$ cat src/rtl/regfile_dump_streamer_pkg.sv
// Shared definitions for the regfile dump streamer: FSM state encoding and
// the default register-file geometry.
package regfile_dump_streamer_pkg;

  typedef enum logic [2:0] {
    ST_IDLE   = 3'd0,
    ST_RUN    = 3'd1,
    ST_SETTLE = 3'd2,
    ST_SEND   = 3'd3,
    ST_DONE   = 3'd4
  } dump_state_e;

  localparam int NUM_REGS_DEF = 32;
  localparam int REG_AW_DEF   = 5;
  localparam int DATA_W_DEF   = 32;
  localparam int CYCLE_W_DEF  = 10;

endpackage

$ cat src/rtl/regfile_dump_streamer.sv
// Runs the processor for a programmed number of cycles, then freezes it and
// streams every register out of read port A as {index, value} beats.
module regfile_dump_streamer
  import regfile_dump_streamer_pkg::*;
#(
  parameter int NUM_REGS = NUM_REGS_DEF,
  parameter int REG_AW   = REG_AW_DEF,
  parameter int DATA_W   = DATA_W_DEF,
  parameter int CYCLE_W  = CYCLE_W_DEF
) (
  input  logic               clock,
  input  logic               reset,
  input  logic               start,
  input  logic [CYCLE_W-1:0] num_cycles,
  output logic               cpu_run,
  output logic               test_mode,
  output logic [REG_AW-1:0]  dump_reg,
  input  logic [DATA_W-1:0]  reg_data,
  output logic               out_valid,
  input  logic               out_ready,
  output logic [REG_AW-1:0]  out_index,
  output logic [DATA_W-1:0]  out_data,
  output logic               out_last,
  output logic               busy,
  output logic               done
);

  dump_state_e        state_q, state_d;
  logic [CYCLE_W-1:0] ncyc_q;
  logic [CYCLE_W-1:0] cnt_q;
  logic [REG_AW-1:0]  idx_q;
  logic [REG_AW-1:0]  index_p1;
  logic [DATA_W-1:0]  data_p1;
  logic               start_acc;
  logic               at_last;

  function automatic logic is_last_idx(input logic [REG_AW-1:0] idx);
    return idx == REG_AW'(NUM_REGS - 1);
  endfunction

  assign at_last = is_last_idx(idx_q);

  always_ff @(posedge clock or negedge reset) begin
    if (!reset) state_q <= ST_IDLE;
    else        state_q <= state_d;
  end

  always_comb begin
    state_d   = state_q;
    start_acc = 1'b0;
    case (state_q)
      ST_IDLE, ST_DONE: begin
        if (start) begin
          start_acc = 1'b1;
          state_d   = (num_cycles == '0) ? ST_SETTLE : ST_RUN;
        end
      end
      ST_RUN: begin
        // Leave on the edge that completes the last run cycle.
        if (cnt_q == ncyc_q - CYCLE_W'(1)) state_d = ST_SETTLE;
      end
      ST_SETTLE: state_d = ST_SEND;
      ST_SEND: begin
        if (out_ready) state_d = at_last ? ST_DONE : ST_SETTLE;
      end
      default: state_d = ST_IDLE;
    endcase
  end

  // Stage p0 -> p1: counters advance and the settled read is captured.
  always_ff @(posedge clock or negedge reset) begin
    if (!reset) begin
      ncyc_q   <= '0;
      cnt_q    <= '0;
      idx_q    <= '0;
      index_p1 <= '0;
      data_p1  <= '0;
    end else begin
      if (start_acc) begin
        ncyc_q <= num_cycles;
        cnt_q  <= '0;
        idx_q  <= '0;
      end
      if (state_q == ST_RUN) cnt_q <= cnt_q + CYCLE_W'(1);
      if (state_q == ST_SETTLE) begin
        data_p1  <= reg_data;
        index_p1 <= idx_q;
      end
      if (state_q == ST_SEND && out_ready && !at_last) idx_q <= idx_q + REG_AW'(1);
    end
  end

  // Stage p1: outputs decode directly from registered state.
  assign cpu_run   = (state_q == ST_RUN);
  assign test_mode = (state_q == ST_SETTLE) || (state_q == ST_SEND);
  assign dump_reg  = test_mode ? idx_q : '0;
  assign out_valid = (state_q == ST_SEND);
  assign out_last  = out_valid && at_last;
  assign out_index = index_p1;
  assign out_data  = data_p1;
  assign busy      = (state_q == ST_RUN) || test_mode;
  assign done      = (state_q == ST_DONE);

endmodule

$ cat config.mk
export PLATFORM = sky130hd
export DESIGN_NAME = regfile_dump_streamer
export DESIGN_NICKNAME = d
export VERILOG_FILES = /design/src/rtl/regfile_dump_streamer_pkg.sv /design/src/rtl/regfile_dump_streamer.sv
export SDC_FILE = /design/constraint.sdc
export NUM_CORES = 1
export LEC_CHECK = 0
export CAP_MARGIN = 20
export CORE_UTILIZATION = 42
export CTS_BUF_LIST = sky130_fd_sc_hd__clkbuf_8 sky130_fd_sc_hd__clkbuf_16
export DETAILED_ROUTE_END_ITERATION = 8
export PLACE_DENSITY_LB_ADDON = 0.25
export SLEW_MARGIN = 20
export SYNTH_ARGS = -nofsm -noshare
export SYNTH_HDL_FRONTEND = slang
export SYNTH_SLANG_ARGS = --single-unit
$ cat constraint.sdc
create_clock -name clock -period 2.3 [get_ports clock]
set_clock_uncertainty 0.2 [all_clocks]
set_input_delay 0.345 -clock clock [delete_from_list [all_inputs] [get_ports clock]]
set_output_delay 0.345 -clock clock [all_outputs]
set_load 0.01 [all_outputs]
==> metrics.yaml <==
outcome:
  status: "complete, no violations"
critical_path:
  ff2ff_path_depth: 7
  crit_buf_inv: 2
  critPathLaunchType: "flip-flop"
  worstPathRequired_ns: 1.75
  path_delay_family: "buffers and inverters"
  crit_chain: "nand2b_1 > inv_4 > and2_1 > clkdlybuf4s50_1"
  slowest_stage: "clkdlybuf4s50_1"
  crit_cells: 4
  endpoint_kind: "output port"
  critPathKind: "reg -> out"
  cp.arrival_ns: 1.67
  cpPeakStageDelay_ns: 0.52
  path_max_fanout: 7
sta:
  fin_crit_sh_pct: 96.2
  hold_ws_ns: 0.303
  fmax_mhz: 452
  max-slew-margin-rel_pct: 71.1
  drv_slew: 0
  hold_viol: 0
  worstMarginPinSlew_ns: 0.434
  final.min_clock_period_ns: 2.21
  setup_viol_count_final: 0
power_and_ir_drop:
  peakVddDrop_mv: 0.489
  p_leak_nw: 1.95
  power.density_nw_per_um2: 964
final_layout:
  nFillCells: 529
  drive_gt1_share_pct: 24.7
  nets: 426
  area_growth_pct: 46.7
  n_antenna_cell: 0
  instances_no_fill: 477
detailed_routing:
  ant_nets: 0
  vias_per_cell: 5.14
  first_pass_iters: 4
  wl_microns: 6750
  wl_per_cell_microns: 14.2
  dr.first_iter.drc_count: 86
  drc: 0
  vias: 2453
clocking:
  cts_tree: "built"
  numCtsBuffers: 9
  cts_sinks: 65
  root_buffer: "clkbuf_8"
  path_clk_slew_ns: 0.07
  h-tree-depth: 3
  clk_latency_ns: 0.33
  clockBufferDepth: 2
placement:
  portBuffers: 93
  hpwl_microns: 4840
  dp_cells: 458
  gp_congestion: 0.844
floorplanning:
  ios: 94
  initial_core_util_pct: 44.3
  die_y_microns: 87.6
  die_w_microns: 87.6
  row_count: 30
  die_area_sq_um: 7670
  core_area_sq_um: 6940
grt:
  grt_pass1_wl_microns: 11000
  gr-total-overflow: 0
  antenna_found_initial: 0
  grt_use_total_pct: 18.8
  grt_max_degree: 66
  grt_pass1_vias: 2398
job:
  cap_violations: 0
synth:
  synth_largest_area_cell: "dfrtp_1"
  netlist_instances: 262
  syn_area_sq_um: 3080
  synthTopCellsByArea: "dfrtp_1 53%, mux2_2 17%, o21ai_0 2.4%, nand2_1 2.1%, xor2_1 1.7%"
  ys_warn_count: 0
  synth-seq-cells: 65
  syn_area_per_cell_sq_um: 11.7
  synth_cell_types: 44
  synth_fp_nets: 312
  synth_top_area_share_pct: 52.9
  yosysSeqAreaShare_pct: 52.9
hold_path:
  hold_path_class: "reg -> reg"
  hold_path_depth: 1
-- cell type report --
class | instances | area, sq um | share of cell area, %
Timing Repair Buffer | 113 | 1100 | 24.4
Multi-Input combinational cell | 180 | 1410 | 31.2
Clock buffer | 10 | 138 | 3.05
Tap cell | 96 | 120 | 2.66
Sequential cell | 65 | 1630 | 36.0
Inverter | 7 | 28.8 | 0.638
Clock inverter | 6 | 91.3 | 2.02
-- layer usage --
metal | GRT usage (%) | share of wire, %
met1 | 23.5 | 44
met4 | 8.20 | 1.5
met3 | 5.47 | 5.8
met2 | 30.5 | 48
met5 | 0 | 0
-- worst reg2reg max path, delay by kind of cell (launching register included) --
family,cells,cell delay [ns]
DFF,1,0.42
and+or+nand+nor,1,0.16
adders and majority gates,1,0.28
buffers and inverters,1,0.07
AOI/OAI and AO/OA,4,0.88
-- final timing paths --
| path | start | to | slack, ns |
|---|---|---|---|
| worst max-delay path | state_q[2] | dump_reg[3] | 0.09 |
| max in group asynchronous | reset | cnt_q[7] | 1.25 |
| worst max register to register | ncyc_q[1] | state_q[0] | 0.15 |
| min in group asynchronous | reset | out_data[11] | 0.37 |
| worst min-delay path | cnt_q[9] | cnt_q[9] | 0.30 |
| worst min register to register | cnt_q[9] | cnt_q[9] | 0.30 |
-- metrics by stage --
step                utilization [%]  setup TNS (ns)  total power [mW]  setup slack, ns  cell area [sq um]
floorplan                         -               0              2.57            0.192               3080
global route                   65.0        -0.00107              4.61        -0.000767               4510
CTS                            64.5        -0.00416              4.40         -0.00416               4480
finish                         65.0               0              4.35           0.0884               4510
global placement               61.0        -0.00786              3.23         -0.00786               4240
detailed placement             61.0         -0.0710              3.28          -0.0710               4240
-- power breakdown --
group | switching (mW) | total, mW | leakage, nW | internal [mW]
registers | 0.257 | 1.70 | 0.792 | 1.45
clock network | 0.454 | 1.10 | 0.105 | 0.641
logic | 0.671 | 1.55 | 1.05 | 0.880
-- cells in the mapped netlist --
cell type   n
buf_4       1
inv_1       6
a2111oi_4   1
a311o_1     1
mux2i_1     3
nand4_1     6
a21o_1      1
o311ai_0    1
o31ai_1     1
nor2_1     12
or2_2       2
a21oi_1     5
dfrtp_1    65
nand3_1     8
or4_4       1
a22o_1      2
a41oi_1     1
nor2_4      1
clkbuf_1    4
and3_1      3
a211oi_1    2
o31a_1      1
nand2_1    17
buf_2       4
nor3_1      5
nand2b_1    4
a221oi_1    1
or3_1       1
a31oi_1     4
and4_1      2
nor4_1      5
o211ai_1    1
o21ai_0    15
nand3b_1    1
a31o_1      1
xor2_1      6
buf_1       1
or2b_1      1
o22ai_1     1
mux2_2     47
and2_1      7
ha_1        4
xnor2_1     5
clkinv_1    1
-- cell usage in the layout (no fill, tap or decap), drive strengths merged, types with 3 or more instances in the layout --
cell / n
a21oi: 5
a31oi: 4
and2: 7
and3: 3
buf: 20
clkbuf: 10
clkdlybuf4s50: 87
clkinvlp: 3
dfrtp: 65
dlygate4sd2: 4
ha: 4
inv: 6
mux2: 47
mux2i: 3
nand2: 17
nand2b: 4
nand3: 8
nand4: 6
nor2: 13
nor3: 5
nor4: 5
o21ai: 15
xnor2: 5
xor2: 6
-- state kept, by name, summed over array words and instances (netlist names) --
| name | count |
|---|---|
| cnt_q | 10 |
| out_data | 32 |
| state_q | 3 |
| idx_q | 5 |
| out_index | 5 |
| ncyc_q | 10 |
-- repair_timing --
item	4_1_cts	5_1_grt
setup endpoints to repair	9	7
endpoints found under the hold margin	65	0
resized for setup	6	6
setup buffers	1	1
hold buffers	1	0
-- cell families after synthesis --
family	Yosys count	synth area share [%]
flip-flops	65	52.9
AND/OR/NAND/NOR	76	13.1
adder cells (fa/ha/maj)	4	1.63
multiplexers	50	18.2
buffers and inverters	17	2.36
XOR/XNOR	11	3.13
AO/OA/AOI/OAI	39	8.70
No activity file was read; power rests on OpenSTA's default activity.
